--- src/rtl/psc_frame_buf.sv ---
// psc_frame_buf: store-and-forward frame buffer for the 9-bit psc word stream.
// Words are staged through a one-entry hold register so the "last" flag of a
// word can be decided by what follows it (next SOF or a strobe gap). Frames
// are written speculatively and only become visible to the reader on commit;
// oversize frames, frames that hit a full FIFO and orphan words are dropped.
module psc_frame_buf #(
    parameter int DEPTH   = 32,
    parameter int MAX_LEN = 16,
    parameter int CNT_W   = 16
) (
    input  logic             i_clk,
    input  logic             i_rst,
    input  logic [8:0]       iv_data,
    input  logic             i_data_wr,
    output logic [7:0]       ov_data,
    output logic             o_data_valid,
    output logic             o_data_last,
    input  logic             i_data_ready,
    output logic             o_frame_drop,
    output logic [CNT_W-1:0] ov_frame_cnt
);

    localparam int AW = $clog2(DEPTH);
    localparam int PW = AW + 1;
    localparam int LW = $clog2(MAX_LEN + 1);

    typedef enum logic [1:0] {
        S_IDLE    = 2'd0,
        S_RECV    = 2'd1,
        S_DISCARD = 2'd2
    } state_t;

    state_t state_q, state_d;

    // FIFO storage: {last, data}
    logic [8:0] mem [DEPTH];

    logic [PW-1:0]    wr_ptr_q, cm_ptr_q, rd_ptr_q;
    logic [7:0]       hold_q;   // held word; valid exactly while in RECV
    logic [LW-1:0]    len_q, len_d;
    logic [7:0]       out_data_q;
    logic             out_vld_q, out_last_q, drop_q;
    logic [CNT_W-1:0] frame_cnt_q;

    logic in_sof, fifo_full, len_ovf;
    logic push, push_last, drop, hold_load;
    logic rd_load;

    assign in_sof    = iv_data[8];
    assign fifo_full = (wr_ptr_q - rd_ptr_q) == PW'(DEPTH);
    assign len_ovf   = (len_q == LW'(MAX_LEN));
    assign rd_load   = (rd_ptr_q != cm_ptr_q) && (!out_vld_q || i_data_ready);

    // Write FSM state register
    always_ff @(posedge i_clk or posedge i_rst) begin
        if (i_rst) state_q <= S_IDLE;
        else       state_q <= state_d;
    end

    // Write FSM next state; an SOF arriving with a drop still opens a new frame
    always_comb begin
        state_d = state_q;
        case (state_q)
            S_IDLE, S_DISCARD: begin
                if (i_data_wr && in_sof) state_d = S_RECV;
            end
            S_RECV: begin
                if (i_data_wr && in_sof)  state_d = S_RECV;
                else if (i_data_wr)       state_d = (len_ovf || fifo_full) ? S_DISCARD : S_RECV;
                else                      state_d = fifo_full ? S_DISCARD : S_IDLE;
            end
            default: state_d = S_IDLE;
        endcase
    end

    // Write FSM outputs: push of the held word, drop decision, hold/len update
    always_comb begin
        push      = 1'b0;
        push_last = 1'b0;
        drop      = 1'b0;
        hold_load = 1'b0;
        len_d     = len_q;
        case (state_q)
            S_IDLE, S_DISCARD: begin
                if (i_data_wr && in_sof) begin
                    hold_load = 1'b1;
                    len_d     = LW'(1);
                end
            end
            S_RECV: begin
                if (i_data_wr && in_sof) begin
                    // new SOF closes the held frame; SOF survives a drop
                    hold_load = 1'b1;
                    len_d     = LW'(1);
                    if (fifo_full) drop = 1'b1;
                    else begin
                        push      = 1'b1;
                        push_last = 1'b1;
                    end
                end else if (i_data_wr) begin
                    if (len_ovf || fifo_full) drop = 1'b1;
                    else begin
                        push      = 1'b1;
                        hold_load = 1'b1;
                        len_d     = len_q + LW'(1);
                    end
                end else begin
                    // strobe gap ends the frame
                    if (fifo_full) drop = 1'b1;
                    else begin
                        push      = 1'b1;
                        push_last = 1'b1;
                    end
                end
            end
            default: ;
        endcase
    end

    // FIFO write port (storage needs no reset; pointers gate visibility)
    always_ff @(posedge i_clk) begin
        if (push) mem[wr_ptr_q[AW-1:0]] <= {push_last, hold_q};
    end

    // Write side: hold register, frame length, speculative/commit pointers
    always_ff @(posedge i_clk or posedge i_rst) begin
        if (i_rst) begin
            hold_q      <= '0;
            len_q       <= '0;
            wr_ptr_q    <= '0;
            cm_ptr_q    <= '0;
            frame_cnt_q <= '0;
            drop_q      <= 1'b0;
        end else begin
            drop_q <= drop;
            len_q  <= len_d;
            if (hold_load) hold_q <= iv_data[7:0];
            if (drop) begin
                wr_ptr_q <= cm_ptr_q;
            end else if (push) begin
                wr_ptr_q <= wr_ptr_q + PW'(1);
                if (push_last) begin
                    cm_ptr_q    <= wr_ptr_q + PW'(1);
                    frame_cnt_q <= frame_cnt_q + CNT_W'(1);
                end
            end
        end
    end

    // Read side: output register refills whenever empty or being accepted
    always_ff @(posedge i_clk or posedge i_rst) begin
        if (i_rst) begin
            rd_ptr_q   <= '0;
            out_data_q <= '0;
            out_last_q <= 1'b0;
            out_vld_q  <= 1'b0;
        end else if (rd_load) begin
            {out_last_q, out_data_q} <= mem[rd_ptr_q[AW-1:0]];
            out_vld_q                <= 1'b1;
            rd_ptr_q                 <= rd_ptr_q + PW'(1);
        end else if (i_data_ready) begin
            out_vld_q <= 1'b0;
        end
    end

    assign ov_data      = out_data_q;
    assign o_data_valid = out_vld_q;
    assign o_data_last  = out_last_q;
    assign o_frame_drop = drop_q;
    assign ov_frame_cnt = frame_cnt_q;

endmodule

--- config.mk ---
export PLATFORM = sky130hd
export DESIGN_NAME = psc_frame_buf
export DESIGN_NICKNAME = d
export VERILOG_FILES = /design/src/rtl/psc_frame_buf.sv
export SDC_FILE = /design/constraint.sdc
export NUM_CORES = 1
export LEC_CHECK = 0
export CAP_MARGIN = 20
export CORE_MARGIN = 10
export CORE_UTILIZATION = 60
export CTS_BUF_LIST = sky130_fd_sc_hd__clkbuf_8
export CTS_CLUSTER_SIZE = 12
export DETAILED_ROUTE_END_ITERATION = 8
export PLACE_DENSITY = 0.78
export SYNTH_ARGS = -nofsm -noshare
export SYNTH_HDL_FRONTEND = slang
export SYNTH_SLANG_ARGS = --single-unit
export TNS_END_PERCENT = 1
--- constraint.sdc ---
create_clock -name i_clk -period 4.78 [get_ports i_clk]
set_input_delay 0.478 -clock i_clk [delete_from_list [all_inputs] [get_ports i_clk]]
set_output_delay 0.478 -clock i_clk [all_outputs]
set_load 0.01 [all_outputs]
Word level (Yosys, flattened, before mapping)
Memories as Yosys holds them, arrays and structs flattened. A register that Yosys moved wholly into a read port is not among the register bits.
Cells that the tools add are included.

word-level totals
  register bits after elaboration = 51
  latch bits = 0
  RAM bits = 288
  ROM bits = 0
  output and inout bits = 27
  logic and storage cells = 70
  memories = 1

operators by class
  add/sub/neg operators = 5
  multipliers = 0
  divide/modulo/power cells = 0
  $lt $le $gt $ge = 0
  eq/ne operators = 8
  shifts and indexed selects = 0
  muxes and demuxes = 34
  bitwise logic cells = 1
  reductions and logical operators = 12

memory list
  memory  depth  bits a word  rd ports  clocked after Yosys merged registers in  write ports  line  text
  mem     32     9            1         1                                        1            36    logic [8:0] mem [DEPTH];

operators with widths
  cell                                                             count
  1-bit two-way mux                                                20
  5-bit two-way mux                                                4
  16-bit by 1-bit adder with 16-bit output, second input constant  1
  6-bit by 1-bit adder with 6-bit output, second input constant    2
  6-bit two-way mux                                                2
  2-bit two-way mux                                                5
  5-bit case mux with 2 select lines                               1
  6-bit == test, second input constant                             1
  3-bit != test, second input constant                             2
  6-bit != test                                                    1
  2-bit nonzero test                                               3
  6-bit subtractor                                                 1
  5-bit by 1-bit adder with 5-bit output, second input constant    1
  5-bit == test, second input constant                             1
  2-bit case mux with 2 select lines                               1
  4-bit AND reduction                                              1
  3-bit AND reduction                                              1
  2-bit by 1-bit == test with 1-bit output, second input constant  1
  2-bit == test, second input constant                             1
  1-bit logical AND                                                2
  2-bit zero test                                                  1
  1-bit logical OR                                                 2
  2-bit != test, second input constant                             1
  1-bit case mux with 2 select lines                               1
  3 further kinds                                                  3

Logic depth before layout (Yosys ltp)
Gate-level depths: netlist of the first run.

  depth in word-level cells = 9
  depth in mapped cells = 11

Worst setup path after synthesis of the first run
No wires, ideal clock.

  path kind = register to register
  start point = register rd_ptr_q[1]
  end point = memory mem[11][0] (enable)
  data arrival time = 3166 ps
  required time = 4406 ps
  slack = 1240 ps
  stages on the path, launching flop included = 12
  clock period less this slack = 3540 ps
  path through = dfrtp_1 buf_1 clkbuf_1 inv_1 ha_1 nor2b_1 o2111ai_1 nand3_1 a31oi_2 buf_4 nand3_1 nor2_1

between the ends
  cells in the longest elaborated chain, start to end = 9

ends and longest elaborated chain
  element                                      line  text
  start, declared                              38    logic [PW-1:0] wr_ptr_q, cm_ptr_q, rd_ptr_q;
  start signal, assigned                       160   rd_ptr_q <= rd_ptr_q + PW'(1);
  6-bit subtractor (*)                         50    assign fifo_full = (wr_ptr_q - rd_ptr_q) == PW'(DEPTH);
  6-bit == test (*)                            50
  1-bit logical OR                             101   if (len_ovf || fifo_full) drop = 1'b1;
  1-bit two-way mux                            101
  1-bit two-way mux                            100   end else if (i_data_wr) begin
  1-bit two-way mux (*)                        91    if (i_data_wr && in_sof) begin
  1-bit two-way mux (*)                        83    case (state_q)
  1-bit two-way mux (*)                        122   if (push) mem[wr_ptr_q[AW-1:0]] <= {push_last, hold_q};
  1-bit two-way mux (not written as such) (*)  122
  end, declared                                36

Every way passes the cells marked *; elsewhere a longest branch is shown, timed or not.

Worst setup path in the final report of the first run
  start point = register rd_ptr_q[4]
  end point = memory mem[0][3] (enable)

Same word-level chain as after synthesis.

==> flow_metrics.env, run 1 <==
export IMPL_dieArea_um2=30100
export IMPL_cts_path_max_buffers=3
export IMPL_tightest_slew_ps=1120
export IMPL_dp_hpwl_mm=19.2
export IMPL_synth_ff_latch_count=348
export IMPL_dr_max_layer_used="met4"
export IMPL_critPathLaunchType="flip-flop"
export IMPL_relSlewSlack_pct=25.4
export IMPL_grt_pass1_wl_mm=46.4
export IMPL_end_kind="flip-flop"
export IMPL_start_util_pct=60.6
export IMPL_syn2layout_area_growth_pct=15.1
export IMPL_syn_inst=736
export IMPL_critical_path_class="reg2reg"
export IMPL_synth_top_area_share_pct=61.2
export IMPL_numCtsBuffers=52
export IMPL_synth_nets=762
export IMPL_cts_sinks=348
export IMPL_async_flop_share_pct=17.2
export IMPL_synth_edff_count=288
export IMPL_syn_area_per_cell_um2=19.2
export IMPL_min_path_type="in2async"
export IMPL_via_per_inst=6.12
export IMPL_final_common_cell="edfxtp_1"
export IMPL_wl_per_cell_um=25.4
export IMPL_setup_violations_final=0
export IMPL_finalCriticalPeriod_ps=4290
export IMPL_drive_above_1_share_pct=24.9
export IMPL_outcome="complete, no violations"
export IMPL_drt_met1_wl_mm=12.4
export IMPL_cts_root_buf="clkbuf_8"
export IMPL_antenna_cells=0
export IMPL_routed_wl_mm=30.2
export IMPL_finalPower_uw=9690
export IMPL_grt_setup_unrepaired="false"
export IMPL_first_pass_iters=7
export IMPL_num_nets_final=852
export IMPL_netlist_area_um2=14100
export IMPL_skew_ps=27.4
export IMPL_leakage_uw=0.00561
export IMPL_drv_slew=0
export IMPL_vias=7267
export IMPL_synth_cell_types=51
export IMPL_ys_flop_type="edfxtp_1"
export IMPL_die_w_um=173
export IMPL_portBuffers=39
export IMPL_synth_top_area_cell="edfxtp_1"
export IMPL_post_cts_repair_setup_buffers=0
export IMPL_crit_fanout=18
export IMPL_hold_viol=0
export IMPL_postCtsHoldBufs=0
export IMPL_clk_pin_slew_worst_paths_ps=70
export IMPL_drv_cap=0
export IMPL_num_fill_cells=1379
export IMPL_yosys_top_cells_area="edfxtp_1 (61%), mux4_2 (14%), dfrtp_1 (11%), xnor2_1 (1.8%), mux2_2 (1.2%)"
export IMPL_dr_first_iter_drc_count=773
export IMPL_rows=56
export IMPL_cts_tree="done"
export IMPL_power_density_nw_per_um2=596
export IMPL_place_gp_congestion=0.899
export IMPL_die_h_um=173
export IMPL_vdd_drop_max_v=0.000286
export IMPL_grtUsageTotal_pct=20.0
export IMPL_overflow=0
export IMPL_antenna_found_initial=0
export IMPL_io_pins=40
export IMPL_final_setup_tns_ps=0
export IMPL_grt_max_degree=77
export IMPL_first_global_vias=7489
export IMPL_period_share_pct=89.8
export IMPL_max_freq_mhz=233
export IMPL_yosysSeqAreaShare_pct=71.8
export IMPL_layout_common_cells="edfxtp_1 (288), mux4_2 (90), dfrtp_1 (58)"
export IMPL_clock_latency_ps=580
export IMPL_wl_met2_mm=14.9
export IMPL_cts_repair_resized=0
export IMPL_yosysWarnings=0
export IMPL_ant_nets=0
export IMPL_h_tree_depth=2
export IMPL_core_um2=23300
export IMPL_dr_wl_met3_mm=2.17
export IMPL_drc=0
export IMPL_crit_required_ps=4970
export IMPL_worst_ep_arrival_time_ps=4480
[path summary, 6_finish.rpt]
path                                  start                to  slack [ps]  cells past startpoint
setup reg to reg                rd_ptr_q[4]         mem[0][3]         490                      7
hold / removal                        i_rst          len_q[2]         260                      2
hold reg to reg            ov_frame_cnt[15]  ov_frame_cnt[15]         480                      1
max in group asynchronous             i_rst       rd_ptr_q[0]        3600                      3
setup / recovery                rd_ptr_q[4]         mem[0][3]         490                      7
min in group i_clk         ov_frame_cnt[15]  ov_frame_cnt[15]         480                      1
[where the power goes]
group	internal [uW]	leakage (uW)	total (uW)	switching (uW)
Combinational	1490	0.00167	3150	1660
Sequential	3770	0.00332	4070	301
Clock	1380	0.000617	2480	1100
Total	6630	0.00561	9690	3060
[logic make-up (layout without fill, tap and decap cells)]
kind of cell | after synthesis | after routing | synth area share, %
DFF | 348 | 348 | 71.8
and+or+nand+nor | 136 | 136 | 4.90
muxes | 120 | 120 | 16.6
xor gates and xnor gates | 33 | 33 | 2.04
adders and majority gates | 13 | 13 | 1.15
buffers and inverters | 48 | 181 | 1.42
AOI/OAI and AO/OA | 38 | 38 | 2.07
[per-layer routing]
| layer | track usage (%) | vias to the layer above |
|---|---|---|
| met3 | 4.07 | 46 |
| met4 | 7.51 | 0 |
| met5 | 0 | - |
| li1 | - | 3133 |
| met2 | 30.8 | 336 |
| met1 | 27.8 | 3752 |
[cell usage after synthesis (all sizes together), types with 2 or more instances]
| library cell | count |
|---|---|
| mux2 | 15 |
| a2bb2oi | 2 |
| clkbuf | 18 |
| nand3b | 4 |
| dfrtp | 60 |
| a31oi | 4 |
| nor3 | 3 |
| and4 | 3 |
| o211ai | 2 |
| nand2b | 4 |
| and3 | 6 |
| nand4 | 12 |
| inv | 15 |
| a21o | 2 |
| nand3 | 19 |
| buf | 15 |
| nand2 | 29 |
| o22a | 2 |
| and2 | 3 |
| nor4 | 2 |
| nor2 | 37 |
| a21oi | 7 |
| ha | 13 |
| mux4 | 90 |
| or3 | 3 |
| mux2i | 15 |
| xnor2 | 29 |
| o21ai | 12 |
| xor2 | 4 |
| edfxtp | 288 |
| nor2b | 6 |
[state kept, by name, summed over array words and instances (netlist names)]
signal,count
o_frame_drop,1
state_q,2
rd_ptr_q,6
cm_ptr_q,6
mem,288
hold_q,8
ov_frame_cnt,16
o_data_last,1
ov_data,8
len_q,5
o_data_valid,1
wr_ptr_q,6
[through the flow]
step	instance area (um^2)	hold slack, ps	worst slack, ps	utilization, %	cells
6_report	16300	260	486	69.7	1188
5_1_grt	16300	292	238	69.7	1188
3_3_place_gp	14900	460	799	64.0	1082
3_5_place_dp	15000	470	589	64.4	1085
4_1_cts	16100	264	591	69.0	1182
2_1_floorplan	14100	496	1240	-	736
[cell type report]
class,instances,area (um^2),area share (%)
clock buffers,54,743,4.57
inverters,15,56.3,0.346
multi-input cells,340,3780,23.3
repair buffers,69,796,4.89
well taps,319,399,2.45
clock inverters,43,334,2.05
flip-flops and latches,348,10200,62.4
[worst max-delay path, cell delays in order (launching register included)]
cell and delay (ps):
dfrtp_1 390, inv_1 400, ha_1 380, o2111ai_1 180, nand3_1 230, a31oi_2 800
nand3_1 660, nor2_1 860
(Power assumes the default switching activity.)
==> inputs of run 2 (changes only) <==
GPL_TIMING_DRIVEN = 0   (was not set)
RECOVER_POWER = 100   (was not set)
==> flow_metrics.env, run 2 (synthesized netlist as in run 1, its figures left out) <==
export IMPL_outcome="finished, violations left"
export IMPL_violations="capacitance limit, slew limit"
export IMPL_core_um2=23300
export IMPL_r2r_start="rd_ptr_q[1]"
export IMPL_leakage_uw=0.00547
export IMPL_min_to="ov_frame_cnt[15]"
export IMPL_routed_wl_mm=31.3
export IMPL_setup_violations_final=0
export IMPL_overflow=0
export IMPL_dr_first_iter_drc_count=975
export IMPL_relSlewSlack_pct=-29.7
export IMPL_drv_cap=3
export IMPL_layoutNonFillerInstCount=1197
export IMPL_fin_ws_ps=306
export IMPL_crit_fanout=10
export IMPL_power_switching_share_pct=32.9
export IMPL_r2r_end="mem[18][8]"
export IMPL_dp_hpwl_mm=19.9
export IMPL_clock_latency_ps=590
export IMPL_crit_start="rd_ptr_q[1]"
export IMPL_io_pins=40
export IMPL_rows=56
export IMPL_pre_cts_slack_ps=-415
export IMPL_pwr_share_comb_pct=33.1
export IMPL_portBuffers=39
export IMPL_p_clk_share_pct=24.7
export IMPL_grt_pass1_wl_mm=47.6
export IMPL_skew_ps=23.5
export IMPL_power_switching_uw=3140
export IMPL_largest_register_ff_count=288
export IMPL_grt_max_degree=39
export IMPL_crit_required_ps=4990
export IMPL_hold_worst_slack_ps=472
export IMPL_tightest_slew_ps=1940
export IMPL_antenna_cells=0
export IMPL_syn2layout_area_growth_pct=13.2
export IMPL_cts_sinks=348
export IMPL_place_gp_congestion=0.886
export IMPL_wl_per_cell_um=26.2
export IMPL_cts_tree="done"
export IMPL_reg2reg_depth=10
export IMPL_num_fill_cells=1426
export IMPL_final_common_cell="edfxtp_1"
export IMPL_ant_nets=0
export IMPL_die_w_um=173
export IMPL_antenna_found_initial=0
export IMPL_start_util_pct=60.6
export IMPL_worstHoldPathCells=1
export IMPL_max_freq_mhz=223
export IMPL_worstHoldStart="ov_frame_cnt[15]"
export IMPL_finalCriticalPeriod_ps=4470
export IMPL_grtUsageTotal_pct=20.8
export IMPL_clk_pin_slew_worst_paths_ps=60
export IMPL_cts_root_buf="clkbuf_8"
export IMPL_grt_setup_unrepaired="false"
export IMPL_critPathLaunchType="flip-flop"
export IMPL_r2r_slack_ps=310
export IMPL_cellInternalPower_uw=6410
export IMPL_num_nets_final=864
export IMPL_drc=0
export IMPL_dp_cells=1095
export IMPL_critical_path_class="reg2reg"
export IMPL_postCtsHoldBufs=0
export IMPL_pwr_share_seq_pct=42.2
export IMPL_via_per_inst=6.25
export IMPL_power_density_nw_per_um2=597
export IMPL_vias=7484
export IMPL_min_path_type="reg2reg"
export IMPL_drive_above_1_share_pct=23.8
export IMPL_first_global_vias=7783
export IMPL_die_h_um=173
export IMPL_vdd_drop_max_v=0.000263
export IMPL_drv_slew=72
export IMPL_layout_common_cells="edfxtp_1 (288), mux4_2 (90), clkbuf_8 (60), dfrtp_1 (60), clkbuf_1 (30)"
export IMPL_worst_ep_arrival_time_ps=4680
export IMPL_final_setup_tns_ps=0
export IMPL_dieArea_um2=30100
export IMPL_finalPower_uw=9550
export IMPL_end_kind="flip-flop"
export IMPL_hold_viol=0
export IMPL_numCtsBuffers=51
export IMPL_h_tree_depth=2
export IMPL_period_share_pct=93.6
export IMPL_cts_path_max_buffers=3
export IMPL_first_pass_iters=5
export IMPL_post_cts_repair_setup_buffers=0
run 2: cell count changes in the layout (fill, tap and decap cells not counted), moves of 3 or more:
cell             previous run  this run
clkdlybuf4s50_1            39        11
clkbuf_8                   54        60
nor2_2                      0        15
buf_16                      9         0
buf_2                       0         5
clkinv_1                   11         8
dlygate4sd3_1               0        28
buf_4                      21         1
bufinv_16                   6         2
buf_1                       0         5
clkbuf_1                    0        30
inv_1                      31        27
nor2_1                     37        22
run 2: area by class of cell:
type / count / area, um^2 / share of cell area (%)
inverter: 15 / 56.3 / 0.352
sequential: 348 / 10100 / 63.4
clock inverter: 33 / 201 / 1.26
clock buffer: 60 / 826 / 5.16
buffer: 33 / 135 / 0.844
tap: 319 / 399 / 2.49
timing repair buffer: 49 / 429 / 2.68
multi-input combinational: 340 / 3810 / 23.8
run 2: through the flow:
stage / area [um^2] / utilization [%]
6_report: 16000 / 68.6
5_1_grt: 16000 / 68.6
4_1_cts: 16100 / 69.0
3_5_place_dp: 14900 / 64.0
3_3_place_gp: 14900 / 64.0
2_1_floorplan: 14100 / -
run 2: layer usage:
layer	GRT usage (%)	part of all wire (%)	up-vias
li1	-	-	3164
met1	28.0	40	3878
met2	33.4	49	374
met3	5.01	8.8	68
met4	5.96	2.8	0
met5	0	0	-
run 2: worst max-delay path: stages, from the launching register on:
cell,delay (ps)
dfrtp_1,450
buf_2,360
clkbuf_2,380
inv_1,100
ha_1,310
nor2b_1,150
o2111ai_1,220
nand3_1,170
a31oi_2,560
nand3_1,690
nor2_2,700
run 2: worst max-delay path by stage:
stage                            end  slack, ps  depth (start not counted)
after floorplan           mem[11][0]       1240                         11
after global placement    mem[11][1]       -210                         11
after detailed placement  mem[11][1]       -420                         11
after CTS                  mem[9][1]         50                         10
after global routing      mem[11][8]         90                         11
final                     mem[18][8]        310                         10
run 2: timing repair:
action                                  in CTS  in global routing
resized for setup                           42                  5
pin swaps                                    0                  0
endpoints found under the setup margin     311                189
run 2: power by group through the flow:
stage          clock (uW)  sequential [uW]  combinational (uW)
2_1_floorplan           0             4080                2040
3_3_place_gp            0             4190                2860
3_5_place_dp            0             4240                2970
4_1_cts              2380             4180                3050
5_1_grt              2530             4060                3360
6_report             2360             4020                3160
